===== config.mk =====
export PLATFORM = sky130hd
export DESIGN_NAME = safecrack_supervisor_flat
export DESIGN_NICKNAME = d
export VERILOG_FILES = /design/src/rtl/safecrack_supervisor_if.sv /design/src/rtl/safecrack_supervisor.sv /design/src/flat_wrapper.sv
export SDC_FILE = /design/constraint.sdc
export NUM_CORES = 1
export LEC_CHECK = 0
export BUFFER_PORTS_ARGS = -buffer_cell sky130_fd_sc_hd__buf_2
export CAP_MARGIN = 30
export CORE_MARGIN = 2
export CORE_UTILIZATION = 55
export CTS_CLUSTER_DIAMETER = 150
export DETAILED_ROUTE_END_ITERATION = 10
export GPL_TIMING_DRIVEN = 0
export PLACE_DENSITY_LB_ADDON = 0.2
export SLEW_MARGIN = 20
export SYNTH_ARGS = -nofsm -noshare
export SYNTH_HDL_FRONTEND = slang
export SYNTH_SLANG_ARGS = --single-unit

===== constraint.sdc =====
create_clock -name clk -period 6 [get_ports clk]
set_input_delay 0.6 -clock clk [delete_from_list [all_inputs] [get_ports clk]]
set_output_delay 0.6 -clock clk [all_outputs]
set_load 0.005 [all_outputs]

===== src/rtl/safecrack_supervisor_if.sv =====
// Button, checker and status signals that pass between the board/checker side and the safecrack supervisor.
interface safecrack_supervisor_if #(
    parameter int MAX_FAILS = 3
);
    localparam int FCW = $clog2(MAX_FAILS + 1);

    logic [2:0]     btn_i;
    logic           prog_sw_i;
    logic           chk_fail_i;
    logic           chk_unlocked_i;
    logic [2:0]     btn_fwd_o;
    logic [5:0]     code_o;
    logic           lockout_o;
    logic           prog_active_o;
    logic [1:0]     prog_idx_o;
    logic           prog_done_o;
    logic [FCW-1:0] fail_cnt_o;

    modport master (
        output btn_i, prog_sw_i, chk_fail_i, chk_unlocked_i,
        input  btn_fwd_o, code_o, lockout_o, prog_active_o, prog_idx_o, prog_done_o, fail_cnt_o
    );

    modport slave (
        input  btn_i, prog_sw_i, chk_fail_i, chk_unlocked_i,
        output btn_fwd_o, code_o, lockout_o, prog_active_o, prog_idx_o, prog_done_o, fail_cnt_o
    );
endinterface


===== src/rtl/safecrack_supervisor.sv =====
// Supervisor in front of the safecrack checker: owns the combination, gates buttons,
// counts failed attempts into a timed lockout, and runs owner-only reprogramming.
module safecrack_supervisor #(
    parameter int         MAX_FAILS      = 3,
    parameter int         LOCKOUT_CYCLES = 500_000_000,
    parameter int         PROG_TIMEOUT   = 500_000_000,
    parameter logic [5:0] DEFAULT_CODE   = 6'b10_01_00
) (
    input logic                   clk,
    input logic                   rstn,
    safecrack_supervisor_if.slave bus
);
    localparam int FCW  = $clog2(MAX_FAILS + 1);
    localparam int TMAX = (LOCKOUT_CYCLES > PROG_TIMEOUT) ? LOCKOUT_CYCLES : PROG_TIMEOUT;
    localparam int TW   = (TMAX > 1) ? $clog2(TMAX) : 1;

    localparam logic [TW-1:0]  LOCK_LOAD = TW'(LOCKOUT_CYCLES - 1);
    localparam logic [TW-1:0]  PROG_LOAD = TW'(PROG_TIMEOUT - 1);
    localparam logic [FCW-1:0] FAIL_MAX  = FCW'(MAX_FAILS);
    localparam logic [FCW-1:0] FAIL_LAST = FCW'(MAX_FAILS - 1);

    typedef enum logic [1:0] {
        ST_NORMAL,
        ST_PROG,
        ST_LOCKOUT
    } state_t;

    state_t         state_q, state_d;
    logic [5:0]     code_q, code_d;
    logic [3:0]     shadow_q, shadow_d;
    logic [FCW-1:0] fail_cnt_q, fail_cnt_d;
    logic [TW-1:0]  timer_q, timer_d;
    logic [1:0]     prog_idx_q, prog_idx_d;
    logic           prog_done_q, prog_done_d;
    logic [2:0]     btn_prev_q;
    logic           prog_sw_prev_q;

    logic [2:0] btn_pos;
    logic [2:0] btn_edge;
    logic       single_press;
    logic [1:0] press_val;
    logic       psw_rise;
    logic       prog_abort;

    always_comb begin
        btn_pos      = ~bus.btn_i;
        btn_edge     = btn_pos & ~btn_prev_q;
        single_press = 1'b1;
        press_val    = 2'd0;
        case (btn_edge)
            3'b001:  press_val = 2'd0;
            3'b010:  press_val = 2'd1;
            3'b100:  press_val = 2'd2;
            default: single_press = 1'b0;
        endcase
    end

    assign psw_rise   = bus.prog_sw_i & ~prog_sw_prev_q;
    // Unlock level can only drop while in PROG, since entry requires it high.
    assign prog_abort = ~bus.prog_sw_i | ~bus.chk_unlocked_i;

    always_comb begin
        state_d     = state_q;
        code_d      = code_q;
        shadow_d    = shadow_q;
        fail_cnt_d  = fail_cnt_q;
        timer_d     = timer_q;
        prog_idx_d  = prog_idx_q;
        prog_done_d = 1'b0;
        case (state_q)
            ST_NORMAL: begin
                if (bus.chk_fail_i) begin
                    if (fail_cnt_q == FAIL_LAST) begin
                        state_d    = ST_LOCKOUT;
                        timer_d    = LOCK_LOAD;
                        fail_cnt_d = FAIL_MAX;
                    end else begin
                        fail_cnt_d = fail_cnt_q + FCW'(1);
                    end
                end else if (bus.chk_unlocked_i) begin
                    fail_cnt_d = '0;
                    if (psw_rise) begin
                        state_d    = ST_PROG;
                        prog_idx_d = 2'd0;
                        timer_d    = PROG_LOAD;
                    end
                end
            end
            ST_LOCKOUT: begin
                if (timer_q == '0) begin
                    state_d    = ST_NORMAL;
                    fail_cnt_d = '0;
                end else begin
                    timer_d = timer_q - TW'(1);
                end
            end
            ST_PROG: begin
                if (prog_abort) begin
                    state_d    = ST_NORMAL;
                    prog_idx_d = 2'd0;
                end else if (single_press) begin
                    if (prog_idx_q == 2'd2) begin
                        code_d      = {press_val, shadow_q};
                        prog_done_d = 1'b1;
                        fail_cnt_d  = '0;
                        prog_idx_d  = 2'd0;
                        state_d     = ST_NORMAL;
                    end else begin
                        if (prog_idx_q == 2'd0) begin
                            shadow_d[1:0] = press_val;
                        end else begin
                            shadow_d[3:2] = press_val;
                        end
                        prog_idx_d = prog_idx_q + 2'd1;
                        timer_d    = PROG_LOAD;
                    end
                end else if (timer_q == '0) begin
                    state_d    = ST_NORMAL;
                    prog_idx_d = 2'd0;
                end else begin
                    timer_d = timer_q - TW'(1);
                end
            end
            default: state_d = ST_NORMAL;
        endcase
    end

    always_ff @(posedge clk or negedge rstn) begin
        if (!rstn) begin
            state_q        <= ST_NORMAL;
            code_q         <= DEFAULT_CODE;
            shadow_q       <= '0;
            fail_cnt_q     <= '0;
            timer_q        <= '0;
            prog_idx_q     <= 2'd0;
            prog_done_q    <= 1'b0;
            btn_prev_q     <= 3'b000;
            prog_sw_prev_q <= 1'b0;
        end else begin
            state_q        <= state_d;
            code_q         <= code_d;
            shadow_q       <= shadow_d;
            fail_cnt_q     <= fail_cnt_d;
            timer_q        <= timer_d;
            prog_idx_q     <= prog_idx_d;
            prog_done_q    <= prog_done_d;
            btn_prev_q     <= btn_pos;
            prog_sw_prev_q <= bus.prog_sw_i;
        end
    end

    assign bus.btn_fwd_o     = (state_q == ST_NORMAL) ? bus.btn_i : 3'b111;
    assign bus.code_o        = code_q;
    assign bus.lockout_o     = (state_q == ST_LOCKOUT);
    assign bus.prog_active_o = (state_q == ST_PROG);
    assign bus.prog_idx_o    = prog_idx_q;
    assign bus.prog_done_o   = prog_done_q;
    assign bus.fail_cnt_o    = fail_cnt_q;
endmodule


===== src/flat_wrapper.sv =====
// flat-port wrapper written by rule: the top's interface ports become plain ports
module safecrack_supervisor_flat 
#(
    parameter int         MAX_FAILS      = 3,
    parameter int         LOCKOUT_CYCLES = 500_000_000,
    parameter int         PROG_TIMEOUT   = 500_000_000,
    parameter logic [5:0] DEFAULT_CODE   = 6'b10_01_00
)
  (clk, rstn, bus_btn_i, bus_prog_sw_i, bus_chk_fail_i, bus_chk_unlocked_i, bus_btn_fwd_o, bus_code_o, bus_lockout_o, bus_prog_active_o, bus_prog_idx_o, bus_prog_done_o, bus_fail_cnt_o);
  safecrack_supervisor_if #(.MAX_FAILS(MAX_FAILS)) bus_i ();
  input logic clk;
  input logic rstn;
  input wire logic [$bits(bus_i.btn_i)-1:0] bus_btn_i;
  input wire logic [$bits(bus_i.prog_sw_i)-1:0] bus_prog_sw_i;
  input wire logic [$bits(bus_i.chk_fail_i)-1:0] bus_chk_fail_i;
  input wire logic [$bits(bus_i.chk_unlocked_i)-1:0] bus_chk_unlocked_i;
  output wire logic [$bits(bus_i.btn_fwd_o)-1:0] bus_btn_fwd_o;
  output wire logic [$bits(bus_i.code_o)-1:0] bus_code_o;
  output wire logic [$bits(bus_i.lockout_o)-1:0] bus_lockout_o;
  output wire logic [$bits(bus_i.prog_active_o)-1:0] bus_prog_active_o;
  output wire logic [$bits(bus_i.prog_idx_o)-1:0] bus_prog_idx_o;
  output wire logic [$bits(bus_i.prog_done_o)-1:0] bus_prog_done_o;
  output wire logic [$bits(bus_i.fail_cnt_o)-1:0] bus_fail_cnt_o;
  assign bus_i.btn_i = bus_btn_i;
  assign bus_i.prog_sw_i = bus_prog_sw_i;
  assign bus_i.chk_fail_i = bus_chk_fail_i;
  assign bus_i.chk_unlocked_i = bus_chk_unlocked_i;
  assign bus_btn_fwd_o = bus_i.btn_fwd_o;
  assign bus_code_o = bus_i.code_o;
  assign bus_lockout_o = bus_i.lockout_o;
  assign bus_prog_active_o = bus_i.prog_active_o;
  assign bus_prog_idx_o = bus_i.prog_idx_o;
  assign bus_prog_done_o = bus_i.prog_done_o;
  assign bus_fail_cnt_o = bus_i.fail_cnt_o;
  safecrack_supervisor #(.MAX_FAILS(MAX_FAILS), .LOCKOUT_CYCLES(LOCKOUT_CYCLES), .PROG_TIMEOUT(PROG_TIMEOUT), .DEFAULT_CODE(DEFAULT_CODE)) u_core (.clk(clk), .rstn(rstn), .bus(bus_i));
endmodule

* Yosys cells after proc, flatten, opt, wreduce, memory -nomap -nowiden
Cells that the tools add are included.
Cells by class: $add $sub $neg 3, equality and inequality tests 20, multiplexer cells 39, bitwise gates (word level) 11, reduce and logical (&&, ||, !) cells 13
Operators with widths (number):
- two-way mux 29 bit | 8
- one-hot mux 29 bit (3 select lines) | 1
- two-way mux 2 bit | 20
- logical NOT 29 bit | 1
- subtractor 29 x 1 -> 29 bit, second input constant | 1
- AND reduction 5 bit | 3
- one-hot mux 2 bit (3 select lines) | 2
- AND reduction 6 bit | 2
- != test 2 x 1 -> 1 bit, second input constant | 4
- one-hot mux 2 bit (2 select lines) | 2
- AND reduction 4 bit | 2
- == test 2 bit, second input constant | 3
- != test 2 bit, second input constant | 3
- != test 3 x 2 -> 1 bit, second input constant | 2
- != test 3 bit, second input constant | 2
- inverter 1 bit | 6
- inverter 3 bit | 2
- two-way mux 1 bit | 5
- adder 2 x 1 -> 2 bit, second input constant | 2
- logical NOT 2 bit | 2
- != test 4 x 1 -> 1 bit, second input constant | 1
- != test 4 bit, second input constant | 1
- bitwise AND 3 bit | 1
- == test 3 x 1 -> 1 bit, second input constant | 1
- 9 further kinds | 9
Storage, ports and cells: bits in registers 50, output and inout port bits 16, word-level logic and storage cells 96

* Depth between registers and ports, before layout
depth in word-level cells 8, depth in mapped cells 11, gate-level depth less buffers 8

* Worst setup path after synthesis
Ideal clock, no wire load.
kind reg2reg, from register u_core.timer_q[0], to register u_core.timer_q[6], library setup time 0.119 ns, data arrival time 2.126 ns, data required time 5.881 ns, setup slack 3.755 ns, stages on the path, launching flop included 11, buffers on the path 2, path through dfrtp_1 -> inv_1 -> ha_1 -> nor3b_1 -> and3_1 -> buf_2 -> and3_1 -> buf_2 -> or4_1 -> o31ai_1 -> o21ba_2
On the way: cells in the longest elaborated chain, start to end 5, elaborated cells between the ends (all ways) 6
Ends and longest elaborated chain:
- start, declared | line safecrack_supervisor.sv:32 | logic [TW-1:0] timer_q, timer_d;
- start signal, assigned | line safecrack_supervisor.sv:144 | timer_q <= timer_d;
- subtractor 29 x 1 -> 29 bit / logical NOT 29 bit (equally long branches)
- two-way mux 29 bit * | line safecrack_supervisor.sv:90, safecrack_supervisor.sv:117
- two-way mux 29 bit | line safecrack_supervisor.sv:101 | end else if (single_press) begin
- two-way mux 29 bit | line safecrack_supervisor.sv:98 | if (prog_abort) begin
- one-hot mux 29 bit (3 select lines) * | line safecrack_supervisor.sv:70 | case (state_q)
Mark *: on every way between the ends. The rest lies on a longest branch, timed or not. The select of a mux whose other input is x is not followed. A chain may end at the register's enable or synchronous reset.

* Worst setup path in the final report
from register u_core.state_q[1], to register u_core.timer_q[9]
On the way: cells in the longest elaborated chain, start to end 3, elaborated cells between the ends (all ways) 11
Ends and longest elaborated chain:
- start, declared | line safecrack_supervisor.sv:28 | state_t state_q, state_d;
- start signal, assigned | line safecrack_supervisor.sv:140 | state_q <= state_d;
- == test 2 x 1 -> 1 bit, or another cell as far along | line safecrack_supervisor.sv:70
- != test 3 bit (no line), or another cell as far along
- AND reduction 6 bit (no line)
Parallel ways exist; a longest one is shown, timed or not.

==> insert_results.sql <==
INSERT INTO impl_metrics (metric_group, metric, value, unit) VALUES
('place', 'placed_area', '3230', 'sq um'),
('drt', 'routed_wirelength', '7.54', 'mm'),
('power', 'netSwitchingPower', '0.000644', 'W'),
('global_routing', 'first_pass_grt_wire_length', '13.0', 'mm'),
('sta', 'holdWs', '218', 'ps'),
('synthesis', 'mean_area_per_synthesized_cell', '9.04', 'sq um'),
('synthesis', 'synthDistinctLibCells', '62', ''),
('synthesis', 'ys_ff_latch', '50', ''),
('setup_path', 'worst_r2r_path_depth', '9', ''),
('global_routing', 'grt_usage', '26.7', '%'),
('power', 'seq_power_share', '35.6', '%'),
('drt', 'wire_per_inst', '17.3', 'um'),
('synthesis', 'synth_flop_cell', 'dfrtp_1', ''),
('drt', 'drt_iter0_markers', '225', ''),
('clocking', 'cts-root-buf', 'clkbuf_8', ''),
('clocking', 'cts.clk_slew.worst_paths', '100', 'ps'),
('sta', 'max_slew.worst_pin.slew', '830', 'ps'),
('setup_path', 'worst-r2r-setup-slack', '3210', 'ps'),
('sta', 'setup_tns', '0', 'ps'),
('power', 'largest_voltage_drop_on_the_vdd_net', '212', 'uV'),
('clocking', 'postCtsResizedCells', '0', ''),
('final_layout', 'fill_cells', '483', ''),
('synthesis', 'synth_simple_gate_area_share', '25.6', '%'),
('synthesis', 'proportion_of_synthesized_chip_area_in_sequential_cells', '41.6', '%'),
('die', 'core_region_area', '5200', 'sq um'),
('setup_path', 'start_kind', 'flop', ''),
('setup_path', 'reg2reg_to', 'u_core.timer_q[9]', ''),
('setup_path', 'critical_path_required', '6210', 'ps'),
('place', 'post-dp-hpwl', '5.48', 'mm'),
('drt', 'routed_antenna_nets', '0', ''),
('status', 'run_status', 'complete, no violations', ''),
('die', 'die-width', '78', 'um'),
('drt', 'dr_total_vias', '2827', ''),
('die', 'floorplan.rows', '26', ''),
('power', 'swShare', '45.8', '%'),
('final_layout', 'antennaDiodeCount', '0', ''),
('drt', 'drt_first_pass_iters', '5', ''),
('global_routing', 'antenna_found_initial', '0', ''),
('place', 'port_buffers', '23', ''),
('global_routing', 'global_route.overflow_total', '0', ''),
('setup_path', 'crit-reg2reg-launch', 'u_core.state_q[1]', ''),
('sta', 'total_setup_violations_reported_at_the_end_of_the_flow', '0', ''),
('sta', 'worst_clock_skew', '9.78', 'ps'),
('synthesis', 'share_of_the_synthesized_area_in_compound_gates_ao_oa_aoi_oai', '20.9', '%'),
('setup_path', 'critPathKind', 'flop to flop', ''),
('drt', 'avgViaCountPerCell', '6.50', ''),
('power', 'power.static_leakage', '1.44', 'nW'),
('sta', 'period_share', '46.5', '%'),
('setup_path', 'arrival', '3000', 'ps'),
('sta', 'final-max-slew-violation-count', '0', ''),
('power', 'power.density', '423', 'nW/um^2'),
('sta', 'final-hold-violation-count', '0', ''),
('setup_path', 'critical_path.endpoint_type', 'flop', ''),
('final_layout', 'postLayoutCellArea', '3330', 'sq um'),
('setup_path', 'worst-path-max-fanout', '10', ''),
('sta', 'rsz0062_at_grt', 'no', ''),
('global_routing', 'grt_max_degree', '34', ''),
('synthesis', 'syn_nets', '347', ''),
('power', 'gate_power_share', '49.3', '%'),
('die', 'die_height', '78', 'um'),
('final_layout', 'post_layout_nets', '378', ''),
('power', 'post-layout-total-power', '0.00141', 'W'),
('clocking', 'clock_latency_reported_for_the_late_side_of_the_worst_skew_pair', '310', 'ps'),
('synthesis', 'synth.yosys.warnings', '0', ''),
('synthesis', 'synthesis.instances', '333', ''),
('synthesis', 'post_synth_xor_area_fraction', '0.291', '%'),
('synthesis', 'fraction_of_registers_with_async_set_or_reset_after_synthesis', '100', '%'),
('synthesis', 'synthMuxAreaShare', '4.86', '%'),
('synthesis', 'synth_fa_ha_area_share', '2.49', '%'),
('power', 'power.internal', '0.000763', 'W'),
('sta', 'layout_min_cycle_time', '2790', 'ps');
[final cells by class]
| type | instances | share of cell area, % |
|---|---|---|
| multi-input combinational | 251 | 49.0 |
| sequential | 50 | 37.7 |
| timing repair buffer | 24 | 4.06 |
| tap | 70 | 2.63 |
| clock buffer | 5 | 2.07 |
| buffer | 15 | 1.92 |
| inverter | 17 | 1.92 |
| clock inverter | 3 | 0.789 |
[placed cells by master (no fill, tap or decap), drive strengths merged, types with 7 or more instances in the layout]
master | netlist | final
nand2 | 28 | 28
nor4 | 18 | 18
nor3 | 14 | 14
or4 | 7 | 7
clkbuf | 9 | 14
o21ai | 17 | 17
dfrtp | 48 | 48
mux2 | 13 | 13
nand3 | 9 | 9
inv | 17 | 20
buf | 6 | 30
nor2 | 30 | 30
a21oi | 19 | 19
[critical path, stage by stage (launching register included)]
cell and delay, ps:
dfrtp_1 400, inv_1 70, ha_1 180, clkbuf_1 210, inv_1 170, a211oi_1 60
o21ai_1 580, clkbuf_1 530, nor2_1 220, a22o_2 270
[stage by stage]
step | setup slack [ps] | cells
5_1_grt | 2990 | 435
3_3_place_gp | 3070 | 426
6_report | 3210 | 435
4_1_cts | 3250 | 435
2_1_floorplan | 3760 | 333
3_5_place_dp | 2990 | 427
[cell usage after synthesis (9+ instances only)]
| cell type | number | share of area [%] |
|---|---|---|
| a21oi_1 | 19 | 3.2 |
| clkbuf_1 | 9 | 1.1 |
| dfrtp_1 | 48 | 40 |
| inv_1 | 17 | 2.1 |
| mux2_2 | 13 | 4.9 |
| nand2_1 | 27 | 3.4 |
| nand3_1 | 9 | 1.5 |
| nor2_1 | 30 | 3.7 |
| nor3_1 | 12 | 2.0 |
| nor4_1 | 17 | 3.5 |
| o21ai_0 | 15 | 2.5 |
[flip-flops by register name, summed over array words and instances, names as in the netlist]
register / cells
u_core.timer_q: 29
u_core.bus.code_o: 6
u_core.shadow_q: 4
u_core.btn_prev_q: 3
u_core.bus.fail_cnt_o: 2
u_core.bus.prog_idx_o: 2
u_core.state_q: 2
u_core.bus.prog_done_o: 1
u_core.prog_sw_prev_q: 1
[cells by family after synthesis]
kind of cell | count (synthesis)
flops | 50
compound gates | 91
buf+inv | 32
fa+ha+maj | 6
xor+xnor | 1
simple gates | 140
mux | 13
[worst max path at each step]
stage,cells past startpoint,from,endpoint,slack (ps)
after floorplan,10,u_core.timer_q[0],u_core.timer_q[6],3760
after global placement,9,bus_btn_i[0],u_core.timer_q[9],3070
after detailed placement,9,bus_btn_i[0],u_core.timer_q[9],2990
after CTS,9,u_core.state_q[1],u_core.timer_q[9],3250
after global routing,11,u_core.timer_q[0],u_core.timer_q[25],2990
final,9,u_core.state_q[1],u_core.timer_q[9],3210
[metal layers]
layer / vias up / routed length [um] / part of all wire, % / GRT usage (%)
met5: - / 0 / 0 / 0
met4: 0 / 126 / 1.7 / 9.47
met3: 14 / 499 / 6.6 / 4.88
met2: 126 / 3690 / 49 / 44.1
met1: 1373 / 3230 / 43 / 35.1
li1: 1314 / - / - / -
[power by group through the flow]
stage | Combinational (W) | Clock, W | Sequential (W)
2_1_floorplan | 0.000493 | 0 | 0.000482
3_3_place_gp | 0.000662 | 0 | 0.000502
3_5_place_dp | 0.000679 | 0 | 0.000505
4_1_cts | 0.000683 | 0.000221 | 0.000498
5_1_grt | 0.000764 | 0.000231 | 0.000512
6_report | 0.000693 | 0.000212 | 0.000501
Note: power is estimated with default switching activity, not from simulation.
